===== src/rtl/tpu_mem_pkg.sv =====
// Shared constants for the TPU memory-side blocks.
//   ST_IDLE / ST_BURST : arbiter FSM state encoding
//   SRAM_WIDTH / SRAM_DEPTH : default SRAM geometry
//   idx_w() : width of an index into n items (at least 1 bit)
package tpu_mem_pkg;

  localparam logic ST_IDLE  = 1'b0;
  localparam logic ST_BURST = 1'b1;

  localparam int SRAM_WIDTH = 16;
  localparam int SRAM_DEPTH = 1024;

  typedef enum logic {
    S_IDLE  = ST_IDLE,
    S_BURST = ST_BURST
  } arb_state_e;

  function automatic int idx_w(input int n);
    return (n > 1) ? $clog2(n) : 1;
  endfunction

endpackage


===== src/rtl/sram_port_arbiter_if.sv =====
// Requester-side handshake bus plus SRAM-side bus of the port arbiter.
//   req_*  : per-requester beats, packed, requester i at [i*W +: W]
//   rsp_*  : one-hot read return and shared read data
//   mem_*  : single-port SRAM access (read data valid one cycle later)
// slave  : arbiter side; master : requesters + SRAM side.
interface sram_port_arbiter_if
  import tpu_mem_pkg::*;
#(
  parameter int NREQ  = 3,
  parameter int WIDTH = SRAM_WIDTH,
  parameter int AW    = $clog2(SRAM_DEPTH)
);
  logic [NREQ-1:0]       req_valid;
  logic [NREQ-1:0]       req_ready;
  logic [NREQ-1:0]       req_we;
  logic [NREQ-1:0]       req_last;
  logic [NREQ*AW-1:0]    req_addr;
  logic [NREQ*WIDTH-1:0] req_wdata;
  logic [NREQ-1:0]       rsp_valid;
  logic [WIDTH-1:0]      rsp_rdata;
  logic                  mem_en;
  logic                  mem_we;
  logic [AW-1:0]         mem_addr;
  logic [WIDTH-1:0]      mem_wdata;
  logic [WIDTH-1:0]      mem_rdata;

  modport slave (
    input  req_valid, req_we, req_last, req_addr, req_wdata, mem_rdata,
    output req_ready, rsp_valid, rsp_rdata, mem_en, mem_we, mem_addr, mem_wdata
  );

  modport master (
    output req_valid, req_we, req_last, req_addr, req_wdata, mem_rdata,
    input  req_ready, rsp_valid, rsp_rdata, mem_en, mem_we, mem_addr, mem_wdata
  );
endinterface


===== src/rtl/rr_arbiter.sv =====
// Stateless round-robin pick.
//   req        : request vector
//   last_owner : index of the previous winner; search starts just after it
//   gnt        : one-hot grant (zero when no request)
//   gnt_idx    : encoded grant index (0 when no request)
module rr_arbiter
  import tpu_mem_pkg::*;
#(
  parameter  int NREQ = 3,
  localparam int IW   = idx_w(NREQ)
) (
  input  logic [NREQ-1:0] req,
  input  logic [IW-1:0]   last_owner,
  output logic [NREQ-1:0] gnt,
  output logic [IW-1:0]   gnt_idx
);

  always_comb begin
    int   idx;
    logic found;
    gnt     = '0;
    gnt_idx = '0;
    found   = 1'b0;
    idx     = 0;
    // Scan last_owner+1 .. last_owner+NREQ, wrapping, first hit wins.
    for (int k = 1; k <= NREQ; k++) begin
      idx = int'(last_owner) + k;
      if (idx >= NREQ) idx = idx - NREQ;
      if (!found && req[idx]) begin
        found    = 1'b1;
        gnt[idx] = 1'b1;
        gnt_idx  = IW'(idx);
      end
    end
  end

endmodule


===== src/rtl/sram_port_arbiter.sv =====
// Shares one single-port SRAM among NREQ requesters with round-robin
// arbitration and locked bursts (ended by req_last or MAX_BURST beats).
//   clk, rst : clock, synchronous active-high reset
//   bus      : requester handshake + SRAM bus (slave side)
//   busy     : burst in progress or read response pending
module sram_port_arbiter
  import tpu_mem_pkg::*;
#(
  parameter  int NREQ      = 3,
  parameter  int WIDTH     = SRAM_WIDTH,
  parameter  int DEPTH     = SRAM_DEPTH,
  parameter  int MAX_BURST = 16,
  localparam int AW        = $clog2(DEPTH)
) (
  input  logic              clk,
  input  logic              rst,
  sram_port_arbiter_if.slave bus,
  output logic              busy
);

  localparam int IW = idx_w(NREQ);
  localparam int CW = $clog2(MAX_BURST) + 1;

  arb_state_e      state;
  logic [IW-1:0]   owner, last_owner;
  logic [CW-1:0]   beat_cnt, beat_nxt;
  logic [NREQ-1:0] rsp_oh;

  logic [NREQ-1:0] arb_gnt, ready;
  logic [IW-1:0]   arb_idx, sel;
  logic            xfer, sel_we, sel_last;

  rr_arbiter #(.NREQ(NREQ)) u_rr (
    .req        (bus.req_valid),
    .last_owner (last_owner),
    .gnt        (arb_gnt),
    .gnt_idx    (arb_idx)
  );

  // During a burst the owner keeps the port even while it idles.
  assign sel = (state == S_BURST) ? owner : arb_idx;

  always_comb begin
    ready = '0;
    if (!rst) begin
      if (state == S_IDLE) ready = arb_gnt;
      else                 ready[owner] = bus.req_valid[owner];
    end
  end

  assign xfer     = |(ready & bus.req_valid);
  assign sel_we   = bus.req_we[sel];
  assign sel_last = bus.req_last[sel];
  assign beat_nxt = beat_cnt + CW'(1);

  assign bus.req_ready = ready;
  assign bus.mem_en    = xfer;
  assign bus.mem_we    = sel_we;
  assign bus.mem_addr  = bus.req_addr[int'(sel)*AW +: AW];
  assign bus.mem_wdata = bus.req_wdata[int'(sel)*WIDTH +: WIDTH];

  // SRAM read data is already registered; just steer it and hold 0 otherwise.
  assign bus.rsp_valid = rsp_oh;
  assign bus.rsp_rdata = (|rsp_oh) ? bus.mem_rdata : '0;
  assign busy          = (state == S_BURST) | (|rsp_oh);

  always_ff @(posedge clk) begin
    if (rst) begin
      state      <= S_IDLE;
      owner      <= '0;
      last_owner <= IW'(NREQ - 1);
      beat_cnt   <= '0;
      rsp_oh     <= '0;
    end else begin
      rsp_oh <= (xfer && !sel_we) ? (NREQ'(1) << sel) : '0;
      case (state)
        S_IDLE: begin
          if (xfer) begin
            if (sel_last || MAX_BURST == 1) begin
              last_owner <= sel;
            end else begin
              state    <= S_BURST;
              owner    <= sel;
              beat_cnt <= CW'(1);
            end
          end
        end
        S_BURST: begin
          if (xfer) begin
            // Cap release is silent: the requester's next beat re-arbitrates.
            if (sel_last || beat_nxt == CW'(MAX_BURST)) begin
              state      <= S_IDLE;
              last_owner <= owner;
              beat_cnt   <= '0;
            end else begin
              beat_cnt <= beat_nxt;
            end
          end
        end
        default: state <= S_IDLE;
      endcase
    end
  end

endmodule


===== src/flat_wrapper.sv =====
// flat-port wrapper written by rule: the top's interface ports become plain ports
module sram_port_arbiter_flat import tpu_mem_pkg::*;
#(
  parameter  int NREQ      = 3,
  parameter  int WIDTH     = SRAM_WIDTH,
  parameter  int DEPTH     = SRAM_DEPTH,
  parameter  int MAX_BURST = 16,
  localparam int AW        = $clog2(DEPTH)
)
  (clk, rst, busy, bus_req_valid, bus_req_we, bus_req_last, bus_req_addr, bus_req_wdata, bus_mem_rdata, bus_req_ready, bus_rsp_valid, bus_rsp_rdata, bus_mem_en, bus_mem_we, bus_mem_addr, bus_mem_wdata);
  sram_port_arbiter_if #(.NREQ(NREQ), .WIDTH(WIDTH), .AW((10))) bus_i ();
  input  logic clk;
  input  logic rst;
  output logic busy;
  input wire logic [$bits(bus_i.req_valid)-1:0] bus_req_valid;
  input wire logic [$bits(bus_i.req_we)-1:0] bus_req_we;
  input wire logic [$bits(bus_i.req_last)-1:0] bus_req_last;
  input wire logic [$bits(bus_i.req_addr)-1:0] bus_req_addr;
  input wire logic [$bits(bus_i.req_wdata)-1:0] bus_req_wdata;
  input wire logic [$bits(bus_i.mem_rdata)-1:0] bus_mem_rdata;
  output wire logic [$bits(bus_i.req_ready)-1:0] bus_req_ready;
  output wire logic [$bits(bus_i.rsp_valid)-1:0] bus_rsp_valid;
  output wire logic [$bits(bus_i.rsp_rdata)-1:0] bus_rsp_rdata;
  output wire logic [$bits(bus_i.mem_en)-1:0] bus_mem_en;
  output wire logic [$bits(bus_i.mem_we)-1:0] bus_mem_we;
  output wire logic [$bits(bus_i.mem_addr)-1:0] bus_mem_addr;
  output wire logic [$bits(bus_i.mem_wdata)-1:0] bus_mem_wdata;
  assign bus_i.req_valid = bus_req_valid;
  assign bus_i.req_we = bus_req_we;
  assign bus_i.req_last = bus_req_last;
  assign bus_i.req_addr = bus_req_addr;
  assign bus_i.req_wdata = bus_req_wdata;
  assign bus_i.mem_rdata = bus_mem_rdata;
  assign bus_req_ready = bus_i.req_ready;
  assign bus_rsp_valid = bus_i.rsp_valid;
  assign bus_rsp_rdata = bus_i.rsp_rdata;
  assign bus_mem_en = bus_i.mem_en;
  assign bus_mem_we = bus_i.mem_we;
  assign bus_mem_addr = bus_i.mem_addr;
  assign bus_mem_wdata = bus_i.mem_wdata;
  sram_port_arbiter #(.NREQ(NREQ), .WIDTH(WIDTH), .DEPTH(DEPTH), .MAX_BURST(MAX_BURST)) u_core (.clk(clk), .rst(rst), .bus(bus_i), .busy(busy));
endmodule

===== config.mk =====
export PLATFORM = sky130hd
export DESIGN_NAME = sram_port_arbiter_flat
export DESIGN_NICKNAME = d
export VERILOG_FILES = /design/src/rtl/tpu_mem_pkg.sv /design/src/rtl/sram_port_arbiter_if.sv /design/src/rtl/rr_arbiter.sv /design/src/rtl/sram_port_arbiter.sv /design/src/flat_wrapper.sv
export SDC_FILE = /design/constraint.sdc
export NUM_CORES = 1
export LEC_CHECK = 0
export ABC_AREA = 1
export CORE_UTILIZATION = 25
export CTS_CLUSTER_SIZE = 28
export DETAILED_ROUTE_END_ITERATION = 10
export DONT_BUFFER_PORTS = 1
export GPL_ROUTABILITY_DRIVEN = 0
export GPL_TIMING_DRIVEN = 0
export PLACE_DENSITY = 0.43
export SETUP_SLACK_MARGIN = 0.5
export SLEW_MARGIN = 20
export SYNTH_ARGS = -nofsm -noshare
export SYNTH_HDL_FRONTEND = slang
export SYNTH_SLANG_ARGS = --single-unit

===== constraint.sdc =====
create_clock -name clk -period 3.1 [get_ports clk]
set_input_delay 0.465 -clock clk [delete_from_list [all_inputs] [get_ports clk]]
set_output_delay 0.465 -clock clk [all_outputs]
set_load 0.01 [all_outputs]

==> metrics.md, run 1 <==
| Metric | Value |
|---|---|
| Rel. slew slack | `0.5186` |
| Synth unique cells | `29` |
| Core area | `0.007214 sq mm` |
| Synth area leaders | `nand2_1 16%, dfxtp_1 14%, nor2_1 12%` |
| Drt first-iter violations | `around 50` |
| Crit Reg-Reg Endpoint | `u_core.bus.rsp_valid[1]` |
| Max H-tree Level | `1` |
| I/O pin cnt | `156` |
| Overall power | `4.951 mW` |
| CP Capture Point | `bus_mem_addr[0]` |
| Non-Filler Instances | `492` |
| Largest net degree at the start of global routing | `11` |
| Clk slew on worst S/H paths | `~70 ps` |
| Fin crit share | `0.9185` |
| Synthesized instance count | `343` |
| DP Wirelength | `5.204 mm` |
| Grt total ovfl | `0` |
| Synth area leader | `nand2_1` |
| Post-route ant nets | `0` |
| Worst min path class | `input pin to flip-flop` |
| Starting Density | `0.2582` |
| First-pass detailed-route iteration total | `4` |
| Seq cells post-synth | `13` |
| Maximum clock insertion buffer count | `2` |
| Area Growth Syn to Fin | `65.41%` |
| CP max FO | `7` |
| Vias in the first global route | `2,225` |
| Die Wd | `88.33 microns` |
| DP Area | `0.001992 sq mm` |
| Clk Tree Root Cell | `clkbuf_8` |
| Post-synthesis sequential area ratio | `0.1397` |
| WL per Instance | `15.99 microns` |
| R2R cell count | `19` |
| # nets final | `just over 500` |
| Post-synth ARST share | `0` |
| Cells after DPL | `around 440` |
| Share of layout cells above drive strength 1 | `0.4707` |
| Critical path capture point type | `primary output` |
| Syn Area/Cell | `5.432 sq um` |
| Clock Sinks | `13` |
| Synth top area share | `0.1592` |
| PD cells | `1606 mW/mm^2` |
| Total Routed Length | `7.869 mm` |
| Origin of the critical flop-to-flop path | `u_core.last_owner[0]` |
| Hold WS | `277.5 ps` |
| Height of the die | `88.33 microns` |
| Yosys warning total | `0` |
| RSZ-0062 raised after global routing | `true` |
| Worst-Skew Late Latency | `250 ps` |
| Number of buffers created by CTS | `3` |
| Slack of the critical path | `252.5 ps` |
| Most common flop cell mapped by yosys | `dfxtp_1` |
| Most numerous cell in the Yosys netlist | `nand2_1` |
| Startpoint types | `flip-flop` |
| Final setup fails | `0` |
| Critical path type | `flip-flop to primary output` |
| Via density | `slightly below 5` |
| Fmax | `351.2 MHz` |
| Critical path required time | `roughly 2600 ps` |
| Post-synth EDFFs | `0` |
| Die ar. | `0.007801 sq mm` |
| Period minus WS final | `roughly 2800 ps` |
| Fin. max-slew vios | `0` |
| Via count | `roughly 2,400` |
| Filler Cells Inserted | `764` |
| Static Leak | `roughly 1.4 nW` |
| Critical Path Source | `u_core.last_owner[0]` |
| DR DRC count | `0` |
| Commonest cells in the netlist | `79 x nand2_1, 59 x nor2_1, 43 x inv_1` |
| Clk_skew | `2.553 ps` |
| Data arrival, critical path | `approximately 2400 ps` |
| Port-buffer cells | `0` |
| Syn nets | `454` |
| Fin. Hold Viols | `0` |
| TritonCTS clock tree | `yes` |
| Worst slack, placed | `21.51 ps` |
| Fin area | `0.003082 sq mm` |
| Gr usage total | `0.1721` |
| Cell Area, Synth | `0.001863 sq mm` |
| Status | `complete, no violations` |
| Max_cap viols | `0` |
| Initial antenna violation count | `0` |
| Final core occ | `0.4272` |
| Number of diodes | `0` |
| Slew @ Worst Pin | `716.6 ps` |
| R2r setup slk | `450 ps` |
| Row cnt | `31` |
| Setup TNS | `0 ps` |
| Maximum VDD drop | `0.0004661 V` |
| First-pass GRT wire length | `approximately 10 mm` |
## critical path, cell delays in order (launching register included)
cell and delay, ps:
dfxtp_4 370, inv_6 40, ha_4 260, buf_8 130, clkinv_8 70, nand3_4 90, nand3_4 100, nor2_4 140
nand3_2 100, nand2_4 110, nand2_4 60, nand2_4 100, buf_8 140, buf_6 130, o21ai_2 70, o21ai_2 200
## worst min-delay path by stage
stage / startpoint / end / slack, ps / cells past startpoint
5_1_grt: rst / u_core.owner[1] / 270 / 1
4_1_cts: rst / u_core.beat_cnt[3] / 280 / 1
6_report: rst / u_core.owner[1] / 280 / 1
3_5_place_dp: u_core.owner[1] / u_core.owner[1] / 470 / 2
3_3_place_gp: u_core.owner[1] / u_core.owner[1] / 470 / 2
2_1_floorplan: u_core.owner[1] / u_core.owner[1] / 450 / 2
## repair_timing
item                       4_1_cts  5_1_grt
setup buffers                   26       12
hold buffers                     0        0
setup endpoints to repair       29       36
cloned                           6        2
pin swaps                       36       48
resized for setup              119       85
## cell usage in the layout, fill, tap and decap left out, drive strengths merged, types with 4 or more instances in the layout
master   n
buf     56
a21oi    6
o21ai   56
inv     45
dfxtp   13
nand4    4
ha       6
nand2   84
nand3   39
nor3     5
nor2    66
clkbuf   6
## logic make-up after synthesis
logic type,after synthesis,share of synthesized area
and+or+nand+nor,198,0.4903
AOI/OAI and AO/OA,64,0.1847
buffers and inverters,60,0.1357
DFF,13,0.1397
adders and majority gates,6,0.04029
xor gates and xnor gates,2,0.009404
## routing by layer
layer  vias up  GRT usage  routed length [microns]
li1       1201          -                        -
met1      1125     0.1886                     3121
met2        84     0.3503                     4269
met3         2    0.02985                      456
met4         0    0.01760                       21
met5         -          0                        0
## final cells by class
type	instances	area, sq um	area share
Tap cell	99	123.9	0.04019
Timing Repair Buffer	45	404.1	0.1311
Inverter	47	201.4	0.06537
Multi-Input combinational cell	271	1888	0.6127
Clock buffer	4	45.04	0.01462
Buffer	13	151.4	0.04913
Sequential cell	13	267.8	0.08689
## registers in the layout, indices dropped and copies added (netlist names)
name                  count
u_core.beat_cnt           5
u_core.bus.rsp_valid      3
u_core.last_owner         2
u_core.state              1
u_core.owner              2
## report_power, final
part	switching, mW	internal (mW)
clock network	0.0723	0.0910
registers	0.0487	0.220
logic	2.58	1.94
Note: power is estimated with default switching activity, not from simulation.
==> inputs of run 2 (changes only) <==
--- a/config.mk
+++ b/config.mk
@@ -6,6 +6,7 @@
 export NUM_CORES = 1
 export LEC_CHECK = 0
 export ABC_AREA = 1
+export CORE_MARGIN = 2
 export CORE_UTILIZATION = 25
 export CTS_CLUSTER_SIZE = 28
 export DETAILED_ROUTE_END_ITERATION = 10
==> run 2 against run 1 <==
Net effect: total power decreased by 5.9%; final area down 2.0%; wire length up 1.6%; critical path depth up 1; largest cell class unchanged.
==> metrics.md, run 2 (synthesized netlist as in run 1, its figures left out) <==
| Metric | Value |
|---|---|
| Status | `complete, no violations` |
| Total Routed Length | `7.994 mm` |
| Row cnt | `31` |
| Number of diodes | `0` |
| Grt total ovfl | `0` |
| Met2 wire len | `between 4 and 5 mm` |
| CP max FO | `6` |
| Fmax | `349.1 MHz` |
| Static Leak | `1.370 nW` |
| Hold_buf cts | `0` |
| Fin. max-slew vios | `0` |
| Fin area | `0.003020 sq mm` |
| Delay-heaviest family, CP | `simple AND/OR/NAND/NOR gates` |
| Critical path type | `flip-flop to primary output` |
| CP peak stage delay | `380 ps` |
| Hold Startpoint | `rst` |
| Crit Reg-Reg Endpoint | `u_core.beat_cnt[2]` |
| Vias in the first global route | `2,325` |
| Clk slew on worst S/H paths | `70 ps` |
| Commonest non-fill, non-tap cells in the layout | `56 x nand2_1, 56 x nor2_1, 39 x o21ai_2` |
| Worst-Skew Late Latency | `260 ps` |
| DP Wirelength | `5.375 mm` |
| DR DRC count | `0` |
| Critical path cell sequence | `inv_6 -> ha_4 -> buf_8 -> inv_8 -> nand3_4 -> nand3_4 -> nor2_4 -> nand3_2 -> nand2_4 -> nand2_4 -> nand2_4 -> buf_8 -> buf_6 -> buf_6 -> o21ai_2 -> o21ai_2` |
| Final setup fails | `0` |
| Origin of the critical flop-to-flop path | `u_core.last_owner[0]` |
| Metal3 WL | `about 440 microns` |
| Gr usage total | `0.1823` |
| Die Wd | `90.33 microns` |
| Die ar. | `approximately 0.0082 sq mm` |
| R2R cell count | `20` |
| I/O pin cnt | `156` |
| Maximum clock insertion buffer count | `2` |
| Fin crit share | `0.9242` |
| Critical path required time | `2630 ps` |
| PD cells | `1542 mW/mm^2` |
| Max H-tree Level | `1` |
| Via density | `4.908` |
| Core area | `0.007253 sq mm` |
| Startpoint types | `flip-flop` |
| Post-route ant nets | `0` |
| Slew @ Worst Pin | `714.3 ps` |
| First-pass GRT wire length | `12.01 mm` |
| WP buf/inv | `6` |
| Critical path capture point type | `primary output` |
| # nets final | `501` |
| WL per Instance | `16.38 microns` |
| Maximum VDD drop | `~0.00058 V` |
| Max_cap viols | `0` |
| TritonCTS clock tree | `yes` |
| Period minus WS final | `2865 ps` |
| Filler Cells Inserted | `770` |
| Worst min path class | `input pin to flip-flop` |
| Most used cell, CP | `nand2_4` |
| Port-buffer cells | `0` |
| Starting Density | `0.2569` |
| Share of layout cells above drive strength 1 | `0.4550` |
| Data arrival, critical path | `2400 ps` |
| Clk Tree Root Cell | `clkbuf_8` |
| Hold Path Stages | `1` |
| Max FFs per register | `5` |
| Area Growth Syn to Fin | `62.12%` |
| Via count | `2,395` |
| DP Area | `0.001992 sq mm` |
| Fin. Hold Viols | `0` |
| Top reg by flops | `u_core.beat_cnt` |
| RSZ-0062 raised after global routing | `true` |
| Setup TNS | `0 ps` |
| M1 wire length | `around 3.1 mm` |
| Clock Sinks | `13` |
| First-pass detailed-route iteration total | `4` |
| Rel. slew slack | `0.5202` |
| Height of the die | `90.33 microns` |
| Hold Crit Endpoint | `u_core.beat_cnt[3]` |
| Drt first-iter violations | `72` |
| Top Layer Used | `met4` |
| Clk_skew | `12.05 ps` |
| Number of buffers created by CTS | `3` |
| R2r setup slk | `400 ps` |
| Crit-path slowest cell | `dfxtp_4` |
| Largest net degree at the start of global routing | `11` |
| Initial antenna violation count | `0` |
-- run 2: worst max path at each step --
stage	start	to	slack [ps]	depth (start not counted)
2_1_floorplan	u_core.last_owner[0]	bus_mem_addr[0]	510	16
3_3_place_gp	u_core.last_owner[0]	bus_mem_wdata[6]	60	15
3_5_place_dp	u_core.last_owner[0]	bus_mem_wdata[6]	40	16
4_1_cts	u_core.last_owner[1]	bus_mem_addr[8]	260	17
5_1_grt	u_core.last_owner[0]	bus_mem_addr[8]	130	16
6_report	u_core.last_owner[0]	bus_mem_addr[8]	240	16
-- run 2: routing by layer --
metal	track usage	vias to the layer above
li1	-	1200
met1	0.2010	1084
met2	0.3540	98
met3	0.03005	13
met4	0.05385	0
met5	0	-
-- run 2: area by class of cell --
cell class	instances	area, sq um	share of cell area
flip-flops and latches	13	267.8	0.08865
plain buffers	13	150.1	0.04971
multi-input cells	272	1871	0.6193
clock buffers	4	45.04	0.01491
repair buffers	40	369.1	0.1222
well taps	99	123.9	0.04101
inverters	47	193.9	0.06421
-- run 2: per-stage QoR --
step	hold slack (ps)	instances	setup slack [ps]	utilization	power (mW)
floorplan	446.9	343	514.9	-	2.237
global placement	471.8	442	55.10	0.2746	2.678
detailed placement	476.7	442	40.45	0.2746	2.694
CTS	268.6	479	260.9	0.3730	4.097
global route	256.9	488	130.4	0.4164	5.019
finish	256.5	488	235.1	0.4164	4.659
-- run 2: timing repair --
action	in CTS	in global routing
gates resized for setup	128	60
setup endpoints to repair	29	41
cloned	5	1
setup buffers	28	8
pin swaps	42	41
-- run 2: power by group --
group / switching, mW / internal [mW] / leakage [nW]
clock: 0.0744 / 0.0913 / 0.0228
sequential: 0.0477 / 0.220 / 0.106
combinational: 2.44 / 1.79 / 1.24
